**src/rtl/spart_rx_fifo_if.sv**
```systemverilog
// Bundle between the SPART receiver / processor side and the receive FIFO.
// master drives bytes, handshake and pops; slave is the FIFO.
interface spart_rx_fifo_if #(
    parameter int unsigned AW = 4
);
    logic [7:0]  rx_data;
    logic        rda;
    logic        clr_rda;
    logic        rd_en;
    logic [7:0]  rd_data;
    logic        empty;
    logic        full;
    logic [AW:0] count;
    logic        overrun;
    logic        clr_ovr;

    modport master (
        output rx_data, rda, rd_en, clr_ovr,
        input  clr_rda, rd_data, empty, full, count, overrun
    );

    modport slave (
        input  rx_data, rda, rd_en, clr_ovr,
        output clr_rda, rd_data, empty, full, count, overrun
    );
endinterface

```
**src/rtl/spart_rx_fifo.sv**
```systemverilog
// Receive FIFO for the SPART: acknowledges each byte from the receiver with a one-cycle
// clr_rda pulse, buffers it, and presents the head entry first-word-fall-through.
module spart_rx_fifo #(
    parameter int unsigned DEPTH = 16,
    parameter int unsigned AW    = 4
) (
    input logic           clk,
    input logic           rst,
    spart_rx_fifo_if.slave bus
);

    typedef enum logic [1:0] {StIdle, StAck, StWaitLow} state_e;

    state_e        state_q, state_d;
    logic [7:0]    mem [DEPTH];
    logic [AW-1:0] wr_ptr_q, wr_ptr_d;
    logic [AW-1:0] rd_ptr_q, rd_ptr_d;
    logic [AW:0]   count_q, count_d;
    logic          overrun_q, overrun_d;
    logic          clr_rda_q, clr_rda_d;
    logic          empty, full, capture, push, pop;

    assign empty   = (count_q == '0);
    assign full    = (count_q == (AW+1)'(DEPTH));
    assign pop     = bus.rd_en && !empty;
    assign capture = (state_q == StIdle) && bus.rda;
    // A same-cycle pop frees the slot, so a capture while full is still accepted.
    assign push    = capture && (!full || pop);

    always_comb begin
        state_d   = state_q;
        clr_rda_d = 1'b0;
        case (state_q)
            StIdle: begin
                if (bus.rda) begin
                    state_d   = StAck;
                    clr_rda_d = 1'b1;
                end
            end
            StAck:     state_d = StWaitLow;
            StWaitLow: if (!bus.rda) state_d = StIdle;
            default:   state_d = StIdle;
        endcase

        wr_ptr_d = push ? wr_ptr_q + AW'(1) : wr_ptr_q;
        rd_ptr_d = pop  ? rd_ptr_q + AW'(1) : rd_ptr_q;
        count_d  = count_q + (AW+1)'(push) - (AW+1)'(pop);

        overrun_d = overrun_q;
        if (capture && !push) begin
            overrun_d = 1'b1;
        end else if (bus.clr_ovr) begin
            overrun_d = 1'b0;
        end
    end

    always_ff @(posedge clk or posedge rst) begin
        if (rst) begin
            state_q   <= StIdle;
            wr_ptr_q  <= '0;
            rd_ptr_q  <= '0;
            count_q   <= '0;
            overrun_q <= 1'b0;
            clr_rda_q <= 1'b0;
        end else begin
            state_q   <= state_d;
            wr_ptr_q  <= wr_ptr_d;
            rd_ptr_q  <= rd_ptr_d;
            count_q   <= count_d;
            overrun_q <= overrun_d;
            clr_rda_q <= clr_rda_d;
        end
    end

    // Storage is deliberately left out of reset.
    always_ff @(posedge clk) begin
        if (push) begin
            mem[wr_ptr_q] <= bus.rx_data;
        end
    end

    assign bus.rd_data = mem[rd_ptr_q];
    assign bus.empty   = empty;
    assign bus.full    = full;
    assign bus.count   = count_q;
    assign bus.overrun = overrun_q;
    assign bus.clr_rda = clr_rda_q;

endmodule

```
**src/flat_wrapper.sv**
```systemverilog
// flat-port wrapper written by rule: the top's interface ports become plain ports
module spart_rx_fifo_flat 
#(
    parameter int unsigned DEPTH = 16,
    parameter int unsigned AW    = 4
)
  (clk, rst, bus_rx_data, bus_rda, bus_rd_en, bus_clr_ovr, bus_clr_rda, bus_rd_data, bus_empty, bus_full, bus_count, bus_overrun);
  spart_rx_fifo_if #(.AW(AW)) bus_i ();
  input logic clk;
  input logic rst;
  input wire logic [$bits(bus_i.rx_data)-1:0] bus_rx_data;
  input wire logic [$bits(bus_i.rda)-1:0] bus_rda;
  input wire logic [$bits(bus_i.rd_en)-1:0] bus_rd_en;
  input wire logic [$bits(bus_i.clr_ovr)-1:0] bus_clr_ovr;
  output wire logic [$bits(bus_i.clr_rda)-1:0] bus_clr_rda;
  output wire logic [$bits(bus_i.rd_data)-1:0] bus_rd_data;
  output wire logic [$bits(bus_i.empty)-1:0] bus_empty;
  output wire logic [$bits(bus_i.full)-1:0] bus_full;
  output wire logic [$bits(bus_i.count)-1:0] bus_count;
  output wire logic [$bits(bus_i.overrun)-1:0] bus_overrun;
  assign bus_i.rx_data = bus_rx_data;
  assign bus_i.rda = bus_rda;
  assign bus_i.rd_en = bus_rd_en;
  assign bus_i.clr_ovr = bus_clr_ovr;
  assign bus_clr_rda = bus_i.clr_rda;
  assign bus_rd_data = bus_i.rd_data;
  assign bus_empty = bus_i.empty;
  assign bus_full = bus_i.full;
  assign bus_count = bus_i.count;
  assign bus_overrun = bus_i.overrun;
  spart_rx_fifo #(.DEPTH(DEPTH), .AW(AW)) u_core (.clk(clk), .rst(rst), .bus(bus_i));
endmodule
```
**config.mk**
```make
export PLATFORM = sky130hd
export DESIGN_NAME = spart_rx_fifo_flat
export DESIGN_NICKNAME = d
export VERILOG_FILES = /design/src/rtl/spart_rx_fifo_if.sv /design/src/rtl/spart_rx_fifo.sv /design/src/flat_wrapper.sv
export SDC_FILE = /design/constraint.sdc
export NUM_CORES = 1
export LEC_CHECK = 0
export CAP_MARGIN = 5
export CORE_ASPECT_RATIO = 0.6
export CORE_MARGIN = 2
export CORE_UTILIZATION = 43
export CTS_CLUSTER_SIZE = 12
export DETAILED_ROUTE_END_ITERATION = 6
export PLACE_DENSITY = 0.65
export RECOVER_POWER = 50
export SLEW_MARGIN = 20
export SYNTH_ARGS = -nofsm -noshare
export SYNTH_HDL_FRONTEND = slang
export SYNTH_SLANG_ARGS = --single-unit
```
**constraint.sdc**
```tcl
create_clock -name clk -period 4.3 [get_ports clk]
set_input_delay 1.29 -clock clk [delete_from_list [all_inputs] [get_ports clk]]
set_output_delay 1.29 -clock clk [all_outputs]
set_load 0.01 [all_outputs]
```
==> metrics.txt <==
status finished clean; Max Fanout on Critical Path 11; #FFs+latches synth ~150; clock skew between 0.009 and 0.01 ns; total wire length 11900 um; gpl congestion roughly 0.77; number of inserted diodes 0; number of I/O pins 30; CORE AREA 13500 um2; Reg clk slew, reported paths roughly 0.06 ns; max-cap viol count 0; Async SR Flop Fraction 0.117; max incr delay on CP ~0.52 ns; vias per inst between 5 and 6; syn_nets about 330; Worst Path Arrival about 2.7 ns; final worst slack roughly 0.32 ns; Leak 0.00248 uW; Least-Margin Pin Slew 0.691 ns; CTS H-tree depth 4; initial core utilization 0.437; maximum clock path buffer count 2; Buf+Inv Stages, Crit Path 3; routed vias 2982; VDD IR-drop max approximately 0.34 mV; area of the multi-input gates 1510 um2; Highest Clock Rate approximately 250 MHz; # port buffers 29; Synth area leaders edfxtp_1, mux4_2, dfrtp_1, mux4_1, ha_1; Pwr Density 675 nW/um2; top-count cell post-synth edfxtp_1; CP Data Required Time 3.01 ns; drt pass-1 iters 5; final hold vios 0; Setup violations, final 0; DRC 0; die width about 160 um; Final Max Tran Viols 0; vias in the first global route approximately 3000; Post-synth EDFFs approximately 130; total area of sequential cells about 4300 um2; Cell Chain, Critical Path buf_4 -> buf_4 -> mux4_2 -> a22oi_1 -> nand2_1 -> clkdlybuf4s50_1; most common library cells after synthesis edfxtp_1, mux4_2, dfrtp_1, nand2_1, a22oi_1; Root Buffer clkbuf_16; CTS tree done; clock buffer count from CTS 17; hold crit path type reg -> reg; initial antenna violation count 0; Filler cells 1084; post-CTS setup buffer count 0; CP Launch Type flip-flop; Netlist cell types 38; Synthesis Warnings 0; Mean Syn Cell Area about 19 um2; nets roughly 390; first-pass GRT wire length between 15000 and 20000 um; Die Y-Extent roughly 95 um; Final Cycle Share 0.927; layout cell share with drive strength beyond 1 0.213; dominant synthesized flop cell edfxtp_1; post-synthesis sequential area ratio 0.721; hold-fix buffers at CTS 0; wire per inst roughly 22 um; GRT Total Usage 0.177; post-cts gate resize count 0; gr ovfl total 0; Mapped Cells 308; DP Wirelength 7480 um; minimum clock period about 4.0 ns; Crit. End Element output pin; CP max stage cell mux4_2; Synth area leader edfxtp_1; largest net degree at the start of global routing 36; critical path class reg -> out; post-route ant nets 0; DP Worst Slack 0.695 ns; CP dominant cell by count buf_4; Synth top area share 0.649; row cnt 33; worst skew pair latency between 0.4 and 0.5 ns; die area 14700 um2; area grow syn2layout 19.9%; Setup TNS 0 ns; Iter 0 DRT Violations approximately 280; synthesized cell area about 5900 um2; Slew HR 0.539; RSZ-0062 raised after global routing no; Crit path max-delay family buffers and inverters; Sinks on Clock Net about 150
per-stage QoR:
| step | utilization | hold WS, ns | std cells | total power [uW] | cell area, um2 |
|---|---|---|---|---|---|
| finish | 0.524 | 0.492 | 550 | 4790 | 7100 |
| global route | 0.524 | 0.523 | 550 | 5030 | 7100 |
| CTS | 0.524 | 0.514 | 550 | 4840 | 7100 |
| detailed placement | 0.482 | 0.500 | 519 | 3390 | 6530 |
| global placement | 0.482 | 0.489 | 519 | 3360 | 6530 |
| floorplan | - | 0.470 | 308 | 2820 | 5920 |
path summary, 6_finish.rpt:
path / start / endpoint / slack (ns) / depth (start not counted)
hold / removal: u_core.state_q[0]$_DFFE_PP0P_ / u_core.bus.clr_rda$_DFF_PP0_ / 0.49 / 1
setup / recovery: u_core.rd_ptr_q[0]$_DFFE_PP0P_ / bus_rd_data[6] / 0.32 / 6
hold reg to reg: u_core.state_q[0]$_DFFE_PP0P_ / u_core.bus.clr_rda$_DFF_PP0_ / 0.49 / 1
setup reg to reg: u_core.bus.count[2]$_DFF_PP0_ / u_core.bus.count[4]$_DFF_PP0_ / 1.42 / 12
max in group asynchronous: rst / u_core.rd_ptr_q[0]$_DFFE_PP0P_ / 2.39 / 2
min in group asynchronous: rst / u_core.state_q[1]$_DFFE_PP0P_ / 1.42 / 2
per-layer routing:
layer / wire length, um / part of all wire / global-route usage / up-vias
met5: 0 / 0 / 0 / -
met4: 93 / 0.0078 / 0.0528 / 0
met3: 613 / 0.052 / 0.0445 / 9
met2: 5080 / 0.43 / 0.242 / 75
met1: 6100 / 0.51 / 0.279 / 1559
li1: - / - / - / 1339
report_power, final:
group	internal (uW)	total, uW	switching (uW)	leakage, uW
Clock	900	1440	544	0.000270
Sequential	1690	1820	131	0.00136
Combinational	757	1520	764	0.000851
worst reg2reg max path: stages (launching register included):
cell      delay [ns]
dfrtp_1         0.41
inv_1           0.09
ha_1            0.19
or4b_1          0.51
nand2_1         0.19
inv_1           0.06
ha_1            0.26
inv_1           0.04
ha_1            0.20
fa_1            0.43
a21oi_1         0.17
o21bai_1        0.09
xnor2_1         0.12
cell families after synthesis:
| logic type | after synthesis | share of synthesized area |
|---|---|---|
| DFF | 145 | 0.721 |
| and+or+nand+nor | 51 | 0.0457 |
| muxes | 35 | 0.134 |
| buffers and inverters | 31 | 0.0273 |
| AOI/OAI and AO/OA | 24 | 0.0300 |
| adders and majority gates | 12 | 0.0266 |
| xor gates and xnor gates | 10 | 0.0148 |
sequential cells by signal (all words and copies together), names as in the netlist:
signal              flops
u_core.rd_ptr_q         4
u_core.wr_ptr_q         4
u_core.bus.count        5
u_core.bus.overrun      1
u_core.state_q          2
u_core.mem            128
u_core.bus.clr_rda      1
cell usage in the layout (no fill, tap or decap), drive strengths merged:
| master | n |
|---|---|
| mux4 | 32 |
| o211ai | 2 |
| clkbuf | 19 |
| nand4bb | 1 |
| mux2 | 2 |
| bufinv | 3 |
| a22oi | 16 |
| nand3 | 6 |
| fa | 1 |
| a21oi | 2 |
| buf | 24 |
| ha | 11 |
| nor4b | 4 |
| and3 | 2 |
| xor2 | 3 |
| mux2i | 1 |
| a22o | 1 |
| inv | 14 |
| nor2 | 7 |
| a21o | 1 |
| nor3 | 7 |
| xnor2 | 7 |
| nor3b | 2 |
| clkinv | 5 |
| dlygate4sd3 | 11 |
| and2 | 1 |
| dfrtp | 17 |
| or4b | 1 |
| nand2 | 17 |
| nand3b | 1 |
| clkinvlp | 4 |
| o21bai | 1 |
| o21ai | 1 |
| nor2b | 2 |
| edfxtp | 128 |
| clkdlybuf4s50 | 18 |
final cells by class:
| type | instances | share of cell area |
|---|---|---|
| tap | 175 | 0.0309 |
| multi-input combinational | 132 | 0.212 |
| clock inverter | 12 | 0.0201 |
| timing repair buffer | 53 | 0.0663 |
| sequential | 145 | 0.602 |
| inverter | 14 | 0.00741 |
| clock buffer | 19 | 0.0610 |
No activity file was read; power rests on OpenSTA's default activity.
